`src/rtl/seg_pkg.sv`:
```
// Shared constants, display payload and helpers for the 4-digit segment scanner.
package seg_pkg;

   localparam int unsigned NDIG = 4;
   localparam int unsigned NW   = 4;
   localparam int unsigned IW   = $clog2(NDIG);
   localparam int unsigned DW   = NDIG * NW;

   typedef enum logic {
      ST_GUARD = 1'b0,
      ST_SHOW  = 1'b1
   } state_t;

   typedef struct packed {
      logic [DW-1:0]   data;
      logic [NDIG-1:0] dp;
      logic            lzb;
   } disp_t;

   // Index of the most significant non-zero nibble; 0 when all nibbles are zero.
   function automatic logic [IW-1:0] msd_idx(input logic [DW-1:0] d);
      logic [IW-1:0] m;
      m = '0;
      for (int i = 0; i < NDIG; i++) begin
         if (d[i*NW +: NW] != '0) m = IW'(i);
      end
      return m;
   endfunction

   function automatic logic [NW-1:0] nib_sel(input logic [DW-1:0] d, input logic [IW-1:0] i);
      return d[{i, 2'b00} +: NW];
   endfunction

endpackage

```
`src/rtl/seg_scan_ctrl_if.sv`:
```
// Load/display bus between the scanner and its producer and downstream decoder.
interface seg_scan_ctrl_if;
   logic        LOAD;
   logic [15:0] DATA;
   logic [3:0]  DP;
   logic        LZB;
   logic [3:0]  NIB;
   logic        DPO;
   logic [3:0]  AN;
   logic        PEND;

   modport master (output LOAD, DATA, DP, LZB, input NIB, DPO, AN, PEND);
   modport slave  (input LOAD, DATA, DP, LZB, output NIB, DPO, AN, PEND);
endinterface

```
`src/rtl/seg_scan_ctrl_slot_timer.sv`:
```
// Free-running digit-slot counter; pulses mark the last guard cycle and last slot cycle.
module slot_timer #(
   parameter int unsigned DIV   = 1200,
   parameter int unsigned GUARD = 60
) (
   input  logic CLK,
   input  logic RSTN,
   output logic guard_end,
   output logic slot_end
);

   localparam int unsigned CW = (DIV > 1) ? $clog2(DIV) : 1;

   logic [CW-1:0] cnt;
   logic [CW-1:0] cnt_nxt;

   always_comb begin
      cnt_nxt = (cnt == CW'(DIV - 1)) ? '0 : cnt + CW'(1);
   end

   // Pulses are registered alongside the count so they align with the cycle they flag.
   always_ff @(posedge CLK or negedge RSTN) begin
      if (!RSTN) begin
         cnt       <= '0;
         guard_end <= (GUARD == 1);
         slot_end  <= 1'b0;
      end else begin
         cnt       <= cnt_nxt;
         guard_end <= (cnt_nxt == CW'(GUARD - 1));
         slot_end  <= (cnt_nxt == CW'(DIV - 1));
      end
   end

endmodule

```
`src/rtl/seg_scan_ctrl.sv`:
```
// Multiplexed 4-digit display scanner with guard gaps, frame-aligned updates and leading-zero blanking.
module seg_scan_ctrl
   import seg_pkg::*;
#(
   parameter int unsigned DIV   = 1200,
   parameter int unsigned GUARD = 60
) (
   input  logic            CLK,
   input  logic            RSTN,
   seg_scan_ctrl_if.slave  bus
);

   logic          guard_end;
   logic          slot_end;
   state_t        state;
   state_t        state_nxt;
   logic [IW-1:0] idx;
   logic [IW-1:0] idx_nxt;
   disp_t         act;
   disp_t         act_nxt;
   disp_t         shd;
   disp_t         shd_nxt;
   disp_t         din;
   logic          pend_nxt;
   logic          boundary;
   logic          blank;

   slot_timer #(
      .DIV   (DIV),
      .GUARD (GUARD)
   ) u_timer (
      .CLK       (CLK),
      .RSTN      (RSTN),
      .guard_end (guard_end),
      .slot_end  (slot_end)
   );

   // Next-state, register-update and blanking decisions; outputs follow the next digit.
   always_comb begin
      state_nxt = state;
      idx_nxt   = idx;
      act_nxt   = act;
      shd_nxt   = shd;
      pend_nxt  = bus.PEND;
      din       = {bus.DATA, bus.DP, bus.LZB};
      boundary  = slot_end && (idx == IW'(NDIG - 1));

      case (state)
         ST_GUARD: if (guard_end) state_nxt = ST_SHOW;
         ST_SHOW: begin
            if (slot_end) begin
               state_nxt = ST_GUARD;
               idx_nxt   = idx + IW'(1);
            end
         end
         default: state_nxt = ST_GUARD;
      endcase

      // A load landing on the boundary bypasses the shadow so it shows this frame.
      if (bus.LOAD && boundary) begin
         act_nxt  = din;
         pend_nxt = 1'b0;
      end else begin
         if (boundary && bus.PEND) begin
            act_nxt  = shd;
            pend_nxt = 1'b0;
         end
         if (bus.LOAD) begin
            shd_nxt  = din;
            pend_nxt = 1'b1;
         end
      end

      blank = act_nxt.lzb && (idx_nxt > msd_idx(act_nxt.data));
   end

   always_ff @(posedge CLK or negedge RSTN) begin
      if (!RSTN) begin
         state    <= ST_GUARD;
         idx      <= '0;
         act      <= '0;
         shd      <= '0;
         bus.PEND <= 1'b0;
         bus.NIB  <= '0;
         bus.DPO  <= 1'b0;
         bus.AN   <= 4'b1111;
      end else begin
         state    <= state_nxt;
         idx      <= idx_nxt;
         act      <= act_nxt;
         shd      <= shd_nxt;
         bus.PEND <= pend_nxt;
         bus.NIB  <= nib_sel(act_nxt.data, idx_nxt);
         bus.DPO  <= act_nxt.dp[idx_nxt];
         bus.AN   <= (state_nxt == ST_SHOW && !blank) ? ~(4'b0001 << idx_nxt) : 4'b1111;
      end
   end

endmodule

```
`src/flat_wrapper.sv`:
```
// flat-port wrapper written by rule: the top's interface ports become plain ports
module seg_scan_ctrl_flat import seg_pkg::*;
#(
   parameter int unsigned DIV   = 1200,
   parameter int unsigned GUARD = 60
)
  (CLK, RSTN, bus_LOAD, bus_DATA, bus_DP, bus_LZB, bus_NIB, bus_DPO, bus_AN, bus_PEND);
  seg_scan_ctrl_if bus_i ();
  input  logic CLK;
  input  logic RSTN;
  input wire logic [$bits(bus_i.LOAD)-1:0] bus_LOAD;
  input wire logic [$bits(bus_i.DATA)-1:0] bus_DATA;
  input wire logic [$bits(bus_i.DP)-1:0] bus_DP;
  input wire logic [$bits(bus_i.LZB)-1:0] bus_LZB;
  output wire logic [$bits(bus_i.NIB)-1:0] bus_NIB;
  output wire logic [$bits(bus_i.DPO)-1:0] bus_DPO;
  output wire logic [$bits(bus_i.AN)-1:0] bus_AN;
  output wire logic [$bits(bus_i.PEND)-1:0] bus_PEND;
  assign bus_i.LOAD = bus_LOAD;
  assign bus_i.DATA = bus_DATA;
  assign bus_i.DP = bus_DP;
  assign bus_i.LZB = bus_LZB;
  assign bus_NIB = bus_i.NIB;
  assign bus_DPO = bus_i.DPO;
  assign bus_AN = bus_i.AN;
  assign bus_PEND = bus_i.PEND;
  seg_scan_ctrl #(.DIV(DIV), .GUARD(GUARD)) u_core (.CLK(CLK), .RSTN(RSTN), .bus(bus_i));
endmodule
```
`config.mk`:
```
export PLATFORM = sky130hd
export DESIGN_NAME = seg_scan_ctrl_flat
export DESIGN_NICKNAME = d
export VERILOG_FILES = /design/src/rtl/seg_pkg.sv /design/src/rtl/seg_scan_ctrl_if.sv /design/src/rtl/seg_scan_ctrl_slot_timer.sv /design/src/rtl/seg_scan_ctrl.sv /design/src/flat_wrapper.sv
export SDC_FILE = /design/constraint.sdc
export NUM_CORES = 1
export LEC_CHECK = 0
export ABC_AREA = 1
export BUFFER_PORTS_ARGS = -buffer_cell sky130_fd_sc_hd__buf_2
export CAP_MARGIN = 40
export CORE_MARGIN = 4
export CORE_UTILIZATION = 40
export DETAILED_ROUTE_END_ITERATION = 7
export SETUP_SLACK_MARGIN = 0.15
export SLEW_MARGIN = 15
export SYNTH_ARGS = -nofsm -noshare
export SYNTH_HDL_FRONTEND = slang
export SYNTH_SLANG_ARGS = --single-unit
```
`constraint.sdc`:
```
create_clock -name CLK -period 2.1 [get_ports CLK]
set_input_delay 0.42 -clock CLK [delete_from_list [all_inputs] [get_ports CLK]]
set_output_delay 0.42 -clock CLK [all_outputs]
set_load 0.02 [all_outputs]
```
# Word-level counts from Yosys, hierarchy flattened
# Cells that the tools add are included.
# W data, S select, Z words.
totals:
  wordCells: 56
  register_bits: 68
  out_inout_bits: 10
  in_bits: 24
classes:
  n_mux: 17
  eq_ne: 4
  order_cmp: 2
  n_addsub: 2
  shifts: 2
  n_reduce_logical: 11
  bitwise: 3
op_table:
  columns: ["op", "n"]
  rows:
  - ["$mux W21", 2]
  - ["$eq A11 B11 Y1 const B", 2]
  - ["$shiftx A16 B5 Y4", 1]
  - ["$reduce_bool A4 Y1", 3]
  - ["$add A11 B1 Y11 const B", 1]
  - ["$eq A11 B6 Y1 const B", 1]
  - ["$mux W11", 1]
  - ["$mux W2", 4]
  - ["$mux W1", 7]
  - ["$logic_and A1 B1 Y1", 5]
  - ["$mux W4", 1]
  - ["$not A4 Y4", 1]
  - ["$shl A1 B2 Y4 const A", 1]
  - ["$lt A2 B3 Y1 const B", 1]
  - ["$reduce_bool A3 Y1", 1]
  - ["$add A2 B1 Y2 const B", 1]
  - ["$bmux W1 S2", 1]
  - ["$eq A2 B2 Y1 const B", 1]
  - ["$gt A2 B2 Y1", 1]
  - ["$not A1 Y1", 2]
  - ["$pmux W1 S2", 1]
  - ["$reduce_and A2 Y1", 1]
  - ["$logic_not A1 Y1", 1]

# Logic depth before layout (Yosys ltp)
depth:
  depth_word: 14
  mapped_depth: 20
  ltp_nobuf: 19

# Modules after synthesis
# A second synthesis with hierarchy kept.
hier_totals:
  hier_cells: 413
  hier_area_um2: 3419.5
by_module_without_submodules:
  columns: ["mod", "area_per_inst_um2", "n_inst", "cells_per_inst", "seq_area_each_um2"]
  rows:
  - ["seg_scan_ctrl", 2652.5, 1, 314, 1381.3]
  - ["slot_timer", 767.0, 1, 99, 325.3]

# Worst setup path after synthesis
# No wires, ideal clock.
synth_path:
  path_kind: "register to register"
  start: "reg u_core.idx[0]"
  end: "reg u_core.bus.AN[2]"
  path_stages_with_launch: 19
  t_required_ps: 2014
  path_slack_ps: -46
  setup_ps: 86
  t_arrival_ps: 2060
  path_buffers: 1
  synth_period_minus_slack_ps: 2146
  path_cell_list: "dfrtp_1 -> ha_1 -> nand2_4 -> inv_2 -> nand2_2 -> buf_6 -> nand2_1 -> nand3_1 -> o21ai_2 -> nand2_1 -> nor2_1 -> and2_1 -> ha_1 -> a21oi_1 -> a21oi_1 -> nand2_1 -> nand2_1 -> inv_2 -> nand2_1"
synth_between:
  elab_chain_len: 14
  word_cells_on_any_way: 22
  cone_classes: "add/sub (1); order compare (1); eq/ne (1); shift (1); mux (8); bitwise (1); reduce/logical (9)"
synth_rtl:
  columns: ["element", "line_no", "source"]
  rows:
  - ["start, declared", "seg_scan_ctrl.sv:17", "logic [IW-1:0] idx;"]
  - ["start signal, assigned", "seg_scan_ctrl.sv:89", "idx <= idx_nxt;"]
  - ["$eq A2 B2 Y1", "seg_scan_ctrl.sv:46", "boundary = slot_end && (idx == IW'(NDIG - 1));"]
  - ["$logic_and A1 B1 Y1", "seg_scan_ctrl.sv:46", null]
  - ["$logic_and A1 B1 Y1", "seg_scan_ctrl.sv:64", "if (boundary && bus.PEND) begin"]
  - ["$mux W21", "seg_scan_ctrl.sv:64", null]
  - ["$mux W21", "seg_scan_ctrl.sv:60", "if (bus.LOAD && boundary) begin"]
  - ["$reduce_bool A4 Y1", "seg_pkg.sv:25", "if (d[i*NW +: NW] != '0) m = IW'(i);"]
  - ["$mux W1", "seg_pkg.sv:25", null]
  - ["$mux W2 (2 in a row)", "seg_pkg.sv:25", null]
  - ["$gt A2 B2 Y1", "seg_scan_ctrl.sv:74", "blank = act_nxt.lzb && (idx_nxt > msd_idx(act_nxt.data));"]
  - ["$logic_and A1 B1 Y1", "seg_scan_ctrl.sv:74", null]
  - ["$logic_not A1 Y1", "seg_scan_ctrl.sv:95", "bus.AN <= (state_nxt == ST_SHOW && !blank) ? ~(4'b0001 << idx_nxt) : 4'b1111;"]
  - ["$logic_and A1 B1 Y1", "seg_scan_ctrl.sv:95", null]
  - ["$mux W4 *", "seg_scan_ctrl.sv:95", null]
  - ["end signal, assigned", "seg_scan_ctrl.sv:95", null]
  - ["end, declared", "seg_scan_ctrl_if.sv:13", "modport slave (input LOAD, DATA, DP, LZB, output NIB, DPO, AN, PEND);"]
# Mark *: on every way between the ends. The rest lies on a longest branch, timed or not.
# A chain may end at the register's enable or synchronous reset.

# Worst setup path after layout
layout_path:
  start: "reg u_core.idx[1]"
  end: "reg u_core.bus.AN[3]"
# Same word-level chain as after synthesis.

==> key figures <==
Status
  – Status: finished, violations left
  – Failing checks: negative setup slack

Route
  – First-pass DRT Iterations: 4
  – ANT nets after route: 0
  – Post-route DRC: 0
  – DR iter-0 viols: between 100 and 150
  – Average vias per placed instance: between 4 and 5
  – Drt wl/cell: 13.8 um
  – Final WL: 7620 um
  – Via count: 2608

Synthesis
  – Largest cells by area after synthesis: dfrtp_1, nand2_1, inv_1
  – Synth warn: 0
  – Number of synthesized register bits: between 60 and 70
  – Simple-gate share of the synthesized area: between 20% and 30%
  – Mapped Area: 3340 sq um
  – Adder-cell share of the synthesized area: 1.87%
  – Syn_area_per_cell: between 8 and 9 sq um
  – Synth Area in XOR/XNOR: 0.749%
  – Net Count, Synth: 407
  – Synth top area share: approximately 48%
  – Seq/Total Area, Yosys: 51.1%
  – Main combinational cell family by area after synthesis: simple AND/OR/NAND/NOR gates
  – Gate Count Post-Synth: 378
  – Largest area contributor in the netlist: dfrtp_1
  – Synth unique cells: 33
  – Mux contribution to synthesized area: 5.39%
  – Compound-Gate Fraction of Synth Area: between 8 and 9%

Power
  – Clk pwr share: 39.3%
  – Internal cell power: 2.01 mW
  – Combinational share of power: 7.9%
  – Max rail drop VDD: 0.267 mV
  – Register share of total power: a little over half
  – NetSw: 643 uW
  – Pleak: a little over 2 nW
  – Pwr Density: between 600 and 700 nW/um^2
  – Sw frac: around a quarter
  – Overall Power: 2.65 mW

Job
  – Max cap viols: 0

Clock network
  – CTS root buf: clkbuf_8
  – Worst-Skew Late Latency: 0.34 ns
  – TritonCTS clock tree: done
  – Worst-path clk slew: 0.07 ns
  – Clock buffer depth: 2
  – CTS Buf Count: 9
  – # clock sinks: 68
  – Htree depth: 3

Global route
  – Largest net degree at the start of global routing: 33
  – Met2 GRT Util: 24.3%
  – Vias in the first global route: about 2700
  – Gr busiest metal: met1
  – Met3 GRT Util: 3.44%
  – Initial antenna violation count: 0
  – Met1 Use GR: 24.3%
  – GRT Util Overall: 16.7%
  – Total gr overflow: 0
  – First-pass GRT wire length: 12900 um

Final layout
  – Design area: 4120 sq um
  – Share of layout cells above drive strength 1: 32.4%
  – Diodes inserted: 0
  – Footprint of the multi-input gates: 1460 sq um
  – Fill cells: around 790
  – Register Area: 1710 sq um
  – Final nets: 471
  – P&R area growth vs syn: 23.2%

Floorplanning
  – Site Rows: 33
  – DIE AREA: 9880 sq um
  – Die Y: 99.4 um
  – Area of the core: 8180 sq um
  – Top-Level Pins: 34
  – Die X: around 99 um
  – Initial Utilization: 40.9%

Placement
  – Port Buf Inserts: 33
  – DPL Wire Length: 5400 um
  – RePlAce Congestion: about 0.84
  – DP Area: 3810 sq um

Timing
  – Fin crit period: 2.26 ns
  – Period utilization: 107%
  – Setup violators final: 4
  – Setup ws final: -0.156 ns
  – Max-slew headroom: 54.5%
  – Final Max Slew Viols: 0
  – Worst Tran Pin Value: 0.683 ns
  – RSZ-0062 raised after global routing: yes
  – F_max: 443 MHz
  – Clock skew: 0.00835 ns
  – Final Hold Violating Endpoints: 0

Critical path
  – Required time worst endpoint: ~2.4 ns
  – WP data arrival: 2.51 ns
  – Critical Path End Type: flip-flop
  – Crit path max fanout: 5
  – Critical path launch point type: flip-flop
  – Crit Path Category: flip-flop to flip-flop

Worst hold path
  – Hold/Removal Path Class: input pin to async pin
-- path summary, 6_finish.rpt --
path	startpoint	end	slack, ns	cells past startpoint
hold / removal	RSTN	u_core.shd[16]	0.12	1
hold reg to reg	u_core.u_timer.guard_end	u_core.state	0.49	1
min in group CLK	bus_DATA[0]	u_core.act[5]	0.32	2
setup / recovery	u_core.idx[1]	u_core.bus.AN[3]	-0.16	16
setup reg to reg	u_core.idx[1]	u_core.bus.AN[3]	-0.16	16
max in group asynchronous	RSTN	u_core.bus.PEND	1.37	2
-- cell usage after synthesis --
master    count
a21oi_1       9
a21oi_2       2
and2_1        1
buf_2         2
buf_4         2
buf_6         5
clkbuf_1      1
dfrtp_1      64
dfstp_2       4
ha_1          5
inv_1        48
inv_2         4
inv_4         1
mux2_2       16
nand2_1     100
nand2_2       3
nand2_4       1
nand3_1      30
nand3_2       3
nand4_1       8
nor2_1       32
nor2_2        2
nor2_4        1
nor2_8        1
nor3_1        1
o211ai_1      4
o21a_1        6
o21ai_0       8
o21ai_1       3
o21ai_2       8
o31ai_1       1
xnor2_2       1
xor2_1        1
-- area by class of cell --
| class | count | area share (%) |
|---|---|---|
| sequential | 68 | 41.5 |
| timing repair inverter | 2 | 0.304 |
| tap | 105 | 3.19 |
| multi-input combinational | 247 | 35.4 |
| timing repair buffer | 61 | 10.2 |
| inverter | 53 | 5.02 |
| clock buffer | 11 | 3.19 |
| clock inverter | 5 | 1.28 |
-- logic make-up after synthesis --
group / Yosys count
compound gates: 41
xor+xnor: 2
fa+ha+maj: 5
buf+inv: 63
flops: 68
mux: 16
simple gates: 183
-- cell usage in the layout (no fill, tap or decap), types with 3 or more instances in the layout --
cell,n
buf_6,5
clkinv_2,3
clkbuf_8,9
a21oi_1,7
nor2_2,4
nand3_2,12
nand3_1,21
o211ai_1,4
dfrtp_1,64
o21ai_2,9
o21ai_0,8
buf_4,21
ha_1,3
nand2_1,98
nor2_1,29
o21a_1,6
inv_2,4
nand4_1,8
nand2_2,4
buf_2,33
dfstp_2,4
inv_1,48
mux2_2,16
a21oi_2,4
-- worst max-delay path, stage by stage (launching register included) --
cell and delay, ns:
dfrtp_1 0.36, ha_2 0.19, nand2_4 0.09, nor2_8 0.22, inv_8 0.07, buf_6 0.13, o21ai_4 0.14, nand2_2 0.07
nor2_2 0.13, and2_4 0.16, ha_4 0.19, a21oi_2 0.12, a21oi_1 0.05, nand2_1 0.06, nand2_1 0.05, inv_2 0.08
nand2_1 0.06
-- power groups by stage --
stage / logic [mW] / registers (mW) / clock network [mW]
floorplan: 0.101 / 1.42 / 0
global route: 0.238 / 1.41 / 1.13
global placement: 0.203 / 1.43 / 0
finish: 0.210 / 1.40 / 1.04
CTS: 0.212 / 1.40 / 1.07
detailed placement: 0.208 / 1.43 / 0
-- sequential cells by signal (all words and copies together) (netlist names) --
name / cells
u_core.bus.AN: 4
u_core.bus.DPO: 1
u_core.u_timer.guard_end: 1
u_core.state: 1
u_core.u_timer.cnt: 11
u_core.idx: 2
u_core.shd: 21
u_core.u_timer.slot_end: 1
u_core.bus.PEND: 1
u_core.bus.NIB: 4
u_core.act: 21
-- through the flow --
stage | cells | setup TNS, ns | hold WS [ns] | util, % | setup WS (ns)
detailed placement | 532 | -0.883 | 0.483 | 46.6 | -0.232
global route | 552 | -1.17 | 0.163 | 50.4 | -0.299
global placement | 532 | -0.585 | 0.472 | 46.6 | -0.147
floorplan | 378 | 0 | 0.124 | - | 0.000880
finish | 552 | -0.596 | 0.117 | 50.4 | -0.156
CTS | 552 | -0.564 | 0.128 | 49.7 | -0.155
-- per-layer routing --
layer,part of all wire [%],vias to the layer above
met5,0,-
met4,1.7,0
li1,-,1332
met2,46,44
met3,4.4,10
met1,48,1222
-- repair_timing --
action,in CTS,in global routing
endpoints found under the setup margin,4,4
buffers inserted,2,0
resized for setup,11,12
pin swaps,6,7
hold buffers,0,0
gates cloned,2,0
Power figures use the tool's default switching activity.
